**src/rtl/alu_arbiter_if.sv**
```systemverilog
// Request/response bus between two requesters and the shared ALU arbiter.
interface alu_arbiter_if;
  logic        req_valid_0;
  logic        req_valid_1;
  logic        req_ready_0;
  logic        req_ready_1;
  logic [3:0]  req_op_0;
  logic [3:0]  req_op_1;
  logic [31:0] req_a_0;
  logic [31:0] req_a_1;
  logic [31:0] req_b_0;
  logic [31:0] req_b_1;
  logic        rsp_valid_0;
  logic        rsp_valid_1;
  logic [31:0] rsp_data_0;
  logic [31:0] rsp_data_1;
  logic        rsp_err_0;
  logic        rsp_err_1;
  logic        rsp_ready_0;
  logic        rsp_ready_1;

  // Requester side: issues operations and consumes responses.
  modport master (
    output req_valid_0, req_valid_1,
    output req_op_0, req_op_1,
    output req_a_0, req_a_1,
    output req_b_0, req_b_1,
    output rsp_ready_0, rsp_ready_1,
    input  req_ready_0, req_ready_1,
    input  rsp_valid_0, rsp_valid_1,
    input  rsp_data_0, rsp_data_1,
    input  rsp_err_0, rsp_err_1
  );

  // Arbiter side.
  modport slave (
    input  req_valid_0, req_valid_1,
    input  req_op_0, req_op_1,
    input  req_a_0, req_a_1,
    input  req_b_0, req_b_1,
    input  rsp_ready_0, rsp_ready_1,
    output req_ready_0, req_ready_1,
    output rsp_valid_0, rsp_valid_1,
    output rsp_data_0, rsp_data_1,
    output rsp_err_0, rsp_err_1
  );
endinterface

```
**src/rtl/alu_arbiter.sv**
```systemverilog
// Round-robin sharing of one combinational ALU between two requesters.
// Accepted requests pass through a one-entry operand stage; each result lands
// in a per-requester holding register until the requester consumes it.
module alu_arbiter #(
  parameter int unsigned CNT_W = 16
) (
  input  logic             clk,
  input  logic             rst,
  alu_arbiter_if.slave     bus,
  output logic [CNT_W-1:0] op_count
);

  localparam int unsigned XLEN  = 32;
  localparam int unsigned OP_W  = 4;
  localparam int unsigned SH_W  = 5;
  localparam int unsigned N_REQ = 2;

  typedef struct packed {
    logic [OP_W-1:0] op;
    logic [XLEN-1:0] a;
    logic [XLEN-1:0] b;
    logic            id;
  } stage_t;

  logic [N_REQ-1:0] req_valid;
  logic [N_REQ-1:0] rsp_ready;
  stage_t           req_pl [N_REQ];

  logic [N_REQ-1:0] inflight_q;
  logic [N_REQ-1:0] rsp_valid_q;
  logic [N_REQ-1:0] rsp_err_q;
  logic [XLEN-1:0]  rsp_data_q [N_REQ];
  logic             last_grant_q;
  logic             stage_valid_q;
  stage_t           stage_q;

  logic [N_REQ-1:0] busy;
  logic [N_REQ-1:0] elig;
  logic [N_REQ-1:0] grant;
  logic [N_REQ-1:0] consume;
  logic             accept;
  logic             accept_id;

  logic [OP_W-1:0]  alu_op;
  logic [XLEN-1:0]  operand_a;
  logic [XLEN-1:0]  operand_b;
  logic [XLEN-1:0]  alu_data;
  logic             alu_illegal;
  logic [SH_W-1:0]  shamt;

  // Flatten the interface into per-requester vectors.
  assign req_valid = {bus.req_valid_1, bus.req_valid_0};
  assign rsp_ready = {bus.rsp_ready_1, bus.rsp_ready_0};
  assign req_pl[0] = '{op: bus.req_op_0, a: bus.req_a_0, b: bus.req_b_0, id: 1'b0};
  assign req_pl[1] = '{op: bus.req_op_1, a: bus.req_a_1, b: bus.req_b_1, id: 1'b1};

  assign busy    = inflight_q | rsp_valid_q;
  assign consume = rsp_valid_q & rsp_ready;

  // Round-robin grant: on a tie the requester not granted last time wins.
  always_comb begin
    elig  = req_valid & ~busy & {N_REQ{~rst}};
    grant = '0;
    if (elig == 2'b11) begin
      grant = last_grant_q ? 2'b01 : 2'b10;
    end else begin
      grant = elig;
    end
  end

  assign accept    = |grant;
  assign accept_id = grant[1];

  // Operand stage drives the ALU.
  assign alu_op    = stage_q.op;
  assign operand_a = stage_q.a;
  assign operand_b = stage_q.b;
  assign shamt     = operand_b[SH_W-1:0];

  // Combinational ALU; unsupported encodings yield zero and flag illegal.
  always_comb begin
    alu_data    = '0;
    alu_illegal = 1'b0;
    unique case (alu_op)
      4'h0: alu_data = operand_a + operand_b;
      4'h8: alu_data = operand_a - operand_b;
      4'h2: alu_data = XLEN'($signed(operand_a) < $signed(operand_b));
      4'h3: alu_data = XLEN'(operand_a < operand_b);
      4'h4: alu_data = operand_a ^ operand_b;
      4'h6: alu_data = operand_a | operand_b;
      4'h7: alu_data = operand_a & operand_b;
      4'h1: alu_data = operand_a << shamt;
      4'h5: alu_data = operand_a >> shamt;
      4'hd: alu_data = XLEN'($signed(operand_a) >>> shamt);
      4'hb: alu_data = operand_b;
      default: begin
        alu_data    = '0;
        alu_illegal = 1'b1;
      end
    endcase
  end

  // Stage register and round-robin pointer, loaded on accept.
  always_ff @(posedge clk) begin
    if (rst) begin
      stage_valid_q <= 1'b0;
      stage_q       <= '0;
      last_grant_q  <= 1'b1;
    end else begin
      stage_valid_q <= accept;
      if (accept) begin
        stage_q      <= req_pl[accept_id];
        last_grant_q <= accept_id;
      end
    end
  end

  // Per-requester in-flight tracking and response holding registers.
  always_ff @(posedge clk) begin
    if (rst) begin
      inflight_q  <= '0;
      rsp_valid_q <= '0;
      rsp_err_q   <= '0;
      for (int i = 0; i < N_REQ; i++) begin
        rsp_data_q[i] <= '0;
      end
    end else begin
      for (int i = 0; i < N_REQ; i++) begin
        if (consume[i]) begin
          rsp_valid_q[i] <= 1'b0;
        end
        if (stage_valid_q && (stage_q.id == 1'(i))) begin
          rsp_data_q[i]  <= alu_illegal ? '0 : alu_data;
          rsp_err_q[i]   <= alu_illegal;
          rsp_valid_q[i] <= 1'b1;
          inflight_q[i]  <= 1'b0;
        end
        if (grant[i]) begin
          inflight_q[i] <= 1'b1;
        end
      end
    end
  end

  // Completed-operation counter; both requesters may consume on one edge.
  always_ff @(posedge clk) begin
    if (rst) begin
      op_count <= '0;
    end else begin
      op_count <= op_count + CNT_W'(consume[0]) + CNT_W'(consume[1]);
    end
  end

  assign bus.req_ready_0 = grant[0];
  assign bus.req_ready_1 = grant[1];
  assign bus.rsp_valid_0 = rsp_valid_q[0];
  assign bus.rsp_valid_1 = rsp_valid_q[1];
  assign bus.rsp_data_0  = rsp_data_q[0];
  assign bus.rsp_data_1  = rsp_data_q[1];
  assign bus.rsp_err_0   = rsp_err_q[0];
  assign bus.rsp_err_1   = rsp_err_q[1];

endmodule

```
**src/flat_wrapper.sv**
```systemverilog
// flat-port wrapper written by rule: the top's interface ports become plain ports
module alu_arbiter_flat 
#(
  parameter int unsigned CNT_W = 16
)
  (clk, rst, op_count, bus_req_valid_0, bus_req_valid_1, bus_req_op_0, bus_req_op_1, bus_req_a_0, bus_req_a_1, bus_req_b_0, bus_req_b_1, bus_rsp_ready_0, bus_rsp_ready_1, bus_req_ready_0, bus_req_ready_1, bus_rsp_valid_0, bus_rsp_valid_1, bus_rsp_data_0, bus_rsp_data_1, bus_rsp_err_0, bus_rsp_err_1);
  alu_arbiter_if bus_i ();
  input  logic clk;
  input  logic rst;
  output logic [CNT_W-1:0] op_count;
  input wire logic [$bits(bus_i.req_valid_0)-1:0] bus_req_valid_0;
  input wire logic [$bits(bus_i.req_valid_1)-1:0] bus_req_valid_1;
  input wire logic [$bits(bus_i.req_op_0)-1:0] bus_req_op_0;
  input wire logic [$bits(bus_i.req_op_1)-1:0] bus_req_op_1;
  input wire logic [$bits(bus_i.req_a_0)-1:0] bus_req_a_0;
  input wire logic [$bits(bus_i.req_a_1)-1:0] bus_req_a_1;
  input wire logic [$bits(bus_i.req_b_0)-1:0] bus_req_b_0;
  input wire logic [$bits(bus_i.req_b_1)-1:0] bus_req_b_1;
  input wire logic [$bits(bus_i.rsp_ready_0)-1:0] bus_rsp_ready_0;
  input wire logic [$bits(bus_i.rsp_ready_1)-1:0] bus_rsp_ready_1;
  output wire logic [$bits(bus_i.req_ready_0)-1:0] bus_req_ready_0;
  output wire logic [$bits(bus_i.req_ready_1)-1:0] bus_req_ready_1;
  output wire logic [$bits(bus_i.rsp_valid_0)-1:0] bus_rsp_valid_0;
  output wire logic [$bits(bus_i.rsp_valid_1)-1:0] bus_rsp_valid_1;
  output wire logic [$bits(bus_i.rsp_data_0)-1:0] bus_rsp_data_0;
  output wire logic [$bits(bus_i.rsp_data_1)-1:0] bus_rsp_data_1;
  output wire logic [$bits(bus_i.rsp_err_0)-1:0] bus_rsp_err_0;
  output wire logic [$bits(bus_i.rsp_err_1)-1:0] bus_rsp_err_1;
  assign bus_i.req_valid_0 = bus_req_valid_0;
  assign bus_i.req_valid_1 = bus_req_valid_1;
  assign bus_i.req_op_0 = bus_req_op_0;
  assign bus_i.req_op_1 = bus_req_op_1;
  assign bus_i.req_a_0 = bus_req_a_0;
  assign bus_i.req_a_1 = bus_req_a_1;
  assign bus_i.req_b_0 = bus_req_b_0;
  assign bus_i.req_b_1 = bus_req_b_1;
  assign bus_i.rsp_ready_0 = bus_rsp_ready_0;
  assign bus_i.rsp_ready_1 = bus_rsp_ready_1;
  assign bus_req_ready_0 = bus_i.req_ready_0;
  assign bus_req_ready_1 = bus_i.req_ready_1;
  assign bus_rsp_valid_0 = bus_i.rsp_valid_0;
  assign bus_rsp_valid_1 = bus_i.rsp_valid_1;
  assign bus_rsp_data_0 = bus_i.rsp_data_0;
  assign bus_rsp_data_1 = bus_i.rsp_data_1;
  assign bus_rsp_err_0 = bus_i.rsp_err_0;
  assign bus_rsp_err_1 = bus_i.rsp_err_1;
  alu_arbiter #(.CNT_W(CNT_W)) u_core (.clk(clk), .rst(rst), .bus(bus_i), .op_count(op_count));
endmodule
```
**config.mk**
```make
export PLATFORM = sky130hd
export DESIGN_NAME = alu_arbiter_flat
export DESIGN_NICKNAME = d
export VERILOG_FILES = /design/src/rtl/alu_arbiter_if.sv /design/src/rtl/alu_arbiter.sv /design/src/flat_wrapper.sv
export SDC_FILE = /design/constraint.sdc
export NUM_CORES = 1
export LEC_CHECK = 0
export ABC_AREA = 1
export CAP_MARGIN = 20
export CORE_MARGIN = 4
export CORE_UTILIZATION = 29
export DETAILED_ROUTE_END_ITERATION = 8
export GPL_TIMING_DRIVEN = 0
export MAX_ROUTING_LAYER = met4
export PLACE_DENSITY_LB_ADDON = 0.05
export SYNTH_ARGS = -nofsm -noshare
export SYNTH_HDL_FRONTEND = slang
export SYNTH_SLANG_ARGS = --single-unit
```
**constraint.sdc**
```tcl
create_clock -name clk -period 7.77 [get_ports clk]
set_input_delay 1.554 -clock clk [delete_from_list [all_inputs] [get_ports clk]]
set_output_delay 1.554 -clock clk [all_outputs]
set_load 0.005 [all_outputs]
```
==> reports/summary.txt, run 1 <==
===============================================================================================
Result of the run ................................................................    completed
Clock tree from TritonCTS ........................................................          yes
Worst r2r path cells .............................................................           16
Dpl hpwl .........................................................................     79200 µm
Core area ........................................................................    55100 µm²
Setup bufs post-CTS ..............................................................            0
Final Util .......................................................................        36.2%
P_leak ...........................................................................      9.51 nW
Total Negative Setup Slacks ......................................................         0 ps
Hold violation count in the final report .........................................            0
Routed len/inst ..................................................................      25.7 µm
Async set-or-reset flop fraction in the synthesized netlist ......................           0%
Post-Syn Nets ....................................................................         3027
Sequential-to-total area share from yosys stat ...................................        23.5%
Cells taking the most area after synthesis ....................................... nand2_1 (20%), nand3_1 (13%), edfxtp_1 (12%), dfxtp_1 (12%), inv_1 (8.2%)
Die Y ............................................................................       244 µm
Sequential share of power ........................................................        22.3%
Cell with the largest stage delay on the worst path .............................. clkdlybuf4s50_1
Shortest period the worst path allows ............................................      5930 ps
Type of destination of the critical path .........................................   output pin
Pin count of the biggest net entering global routing .............................           33
Worst Setup SP ...................................................................          rst
Top post-synthesis cells by count ................................................ nand2_1 (852), nand3_1 (425), inv_1 (354)
Final setup violation count ......................................................            0
Clock insertion delay at the later pin of the skew report ........................       510 ps
Maximum fanout along the worst path ..............................................           10
Netlist cell types ...............................................................           46
Share of final-layout standard cells stronger than drive strength 1 ..............        3.72%
Die footprint ....................................................................    59500 µm²
Worst Max-Slew Pin Slew ..........................................................      1160 ps
First-pass GRT wire length .......................................................    137000 µm
Slew margin rel. .................................................................        22.1%
Register bit count reported by yosys .............................................          157
Relative area change from synthesis to final layout ..............................        23.5%
Crit start category ..............................................................   input port
Number of remaining DRC errors ...................................................            0
Classification of the worst setup path ........................................... input port to output pin
Cells along the critical path .................................................... clkdlybuf4s50_1, inv_2, nand2_1, nor3_1, nand2_1, inv_2, clkbuf_1, clkdlybuf4s50_1
RR Startpoint .................................................................... u_core.operand_b[4]
Top routing layer in use .........................................................         met4
Setup skew after layout ..........................................................      29.4 ps
Total area of multi-input combinational cells ....................................    10400 µm²
Met2 wire len ....................................................................     41800 µm
H-tree levels ....................................................................            4
Synthesis Warnings ...............................................................            0
Number of gates resized after cts ................................................            0
Final Net Count ..................................................................         3273
I/O pin cnt ......................................................................          228
Achievable Freq ..................................................................      168 MHz
Critical path capture point ...................................................... bus_req_ready_1
Largest delay share family, worst path ........................................... buffers and inverters
Share of the synthesized area in the top cell type ...............................        19.8%
Final clock period utilization by the worst path .................................        76.4%
FILL cells .......................................................................         6304
Share of total power consumed by net switching ...................................        55.7%
Commonest register cell after synthesis ..........................................      dfxtp_1
Clock sinks ......................................................................          157
Critical path buffers and inverters ..............................................            5
Syn avg cell area ................................................................     5.81 µm²
Die X-Extent .....................................................................       244 µm
Internal power ...................................................................      2.26 mW
Reg-to-reg critical path endpoint ................................................ u_core.rsp_data_q[0][7]
Reg2Reg Setup Slack ..............................................................      2830 ps
WP data arrival ..................................................................      4380 ps
Clock buffers created by TritonCTS ...............................................           17
Largest incremental delay on the critical path ...................................       600 ps
Detailed-routed wire length on met3 ..............................................      7840 µm
Number of synthesized flops with an enable pin ...................................           64
DRC violation total after the first TritonRoute iteration ........................         2324
Hold Path Class .................................................................. register to register
CTS hold repair buffers ..........................................................            0
Share of total power in the clock network ........................................        17.0%
Via density per instance .........................................................         5.37
Total area of sequential cells ...................................................     3780 µm²
Gr usage total ...................................................................        32.7%
Maxcap violations ................................................................            0
Overall routed net length ........................................................     97400 µm
Cell type with the highest aggregate area in the netlist .........................      nand2_1
Portion of total power attributed to combinational logic .........................        60.7%
Net switching power of the design ................................................      2.84 mW
First-pass iteration count of the detailed router ................................            6
Overflow left after global routing ...............................................            0
Number of buffers between clock root and the deepest sink ........................            2
Pins over their slew limit .......................................................            0
Synthesized cell area ............................................................    16100 µm²
Number of antenna violations at the first check in global routing ................            2
Power Dens Cells .................................................................   256 nW/µm²
Dominant cell by count in the synthesized netlist ................................      nand2_1
Unrepaired setup endpoints after global routing ..................................           no
Clock root cell ..................................................................    clkbuf_16
Routed metal-1 wirelength ........................................................     42800 µm
# rows ...........................................................................           86
Total stage count of the critical path ...........................................            8
Via count of the first global-routing pass .......................................        19387
Quantity of I/O buffers inserted on ports ........................................          227
Initial Util .....................................................................        29.3%
Data required time of the worst path .............................................      6220 ps
Antenna Nets Post-Route ..........................................................            0
Vias after detailed routing ......................................................        20307
IR Drop Worst-Case VDD ...........................................................   0.000185 V
Clock input transition at the sequential cells of the worst setup and hold paths .        80 ps
Post-Synthesis Cells .............................................................         2777
Routability congestion estimate ..................................................         1.08
===============================================================================================
-- through the flow --
stage          instances  power [mW]  hold WS [ps]  setup WS, ps  instance area (µm²)
6_report            3785        5.09           486          1840                19900
5_1_grt             3785        5.38           513          1570                19900
4_1_cts             3784        5.03           485          1780                19900
3_5_place_dp        3752        4.14           474          1780                19300
3_3_place_gp        3752        4.16           464          1820                19300
2_1_floorplan       2777        2.80           449          3730                16100
-- sequential cells by signal (all words and copies together) (netlist names) --
signal                cells
u_core.last_grant_q       1
u_core.operand_b         32
u_core.alu_op             4
u_core.stage_q            1
u_core.rsp_err_q          2
u_core.op_count          16
u_core.inflight_q         2
u_core.operand_a         32
u_core.rsp_valid_q        2
u_core.rsp_data_q        64
u_core.stage_valid_q      1
-- how the worst min path moves through the flow --
stage	slack [ps]	startpoint	to	cells past startpoint
6_report	490	u_core.inflight_q[1]	u_core.inflight_q[1]	2
5_1_grt	510	u_core.inflight_q[0]	u_core.inflight_q[0]	2
4_1_cts	490	u_core.inflight_q[1]	u_core.inflight_q[1]	2
3_5_place_dp	470	u_core.inflight_q[1]	u_core.inflight_q[1]	2
3_3_place_gp	460	u_core.inflight_q[1]	u_core.inflight_q[1]	2
2_1_floorplan	450	u_core.inflight_q[1]	u_core.inflight_q[1]	2
-- layout by cell type (no fill, tap or decap), types with 64 or more instances in the layout --
master,n
edfxtp_1,64
inv_1,354
clkdlybuf4s50_1,227
nand3_1,425
o22ai_1,94
nor2_1,293
clkbuf_1,67
dfxtp_1,93
nand2_1,850
ha_1,105
o21ai_0,131
a21oi_1,88
-- cell type report --
type	count	area share, %
multi-input combinational	2121	52.2
sequential	157	19.0
timing repair buffer	227	11.4
inverter	366	6.90
tap	748	4.70
buffer	133	2.94
clock buffer	17	2.14
clock inverter	15	0.747
antenna	1	0.0126
-- layer usage --
metal | GRT usage [%] | vias to the layer above
met5 | - | -
met4 | 14.4 | 0
met3 | 6.42 | 185
met2 | 49.0 | 984
met1 | 42.8 | 9640
li1 | - | 9498
-- logic make-up after synthesis --
family	share of synthesized area, %
AO/OA/AOI/OAI	12.6
XOR/XNOR	0.326
adder cells (fa/ha/maj)	8.52
buffers and inverters	12.1
flip-flops	23.5
AND/OR/NAND/NOR	42.9
-- worst register-to-register path, stage by stage, from the launching register on --
cell	delay [ps]
dfxtp_1	510
inv_1	180
clkbuf_1	710
clkbuf_1	810
ha_1	490
inv_1	180
nand2_1	70
nand2_1	80
nand2_1	60
nand2_1	90
inv_1	60
nand2_1	150
a21oi_1	100
a21oi_1	660
nand3_1	330
nand2_1	140
inv_1	70
-- power groups by stage --
stage                     Clock, mW  Sequential, mW  Combinational (mW)
after floorplan                   0            1.08                1.72
after global placement            0            1.15                3.00
after detailed placement          0            1.15                2.99
after CTS                     0.894            1.13                3.00
after global routing          0.916            1.15                3.31
final                         0.866            1.14                3.09
Note: power is estimated with default switching activity, not from simulation.
==> run 2: changes to the inputs <==
==> constraint.sdc (replaced) <==
create_clock -name clk -period 5.7 [get_ports clk]
set_input_delay 1.14 -clock clk [delete_from_list [all_inputs] [get_ports clk]]
set_output_delay 1.14 -clock clk [all_outputs]
set_load 0.005 [all_outputs]
==> results of run 2 <==
Same layout as run 1 (identical final DEF). Status: completed.
Main changes from that run: setup slack after placement 1780 ps -> 540 ps; setup slack after layout 1840 ps -> 593 ps; register-to-register setup slack 2830 ps -> 760 ps; total power 5.09 mW -> 6.94 mW; worst IR drop on VDD 0.000185 V -> 0.000252 V
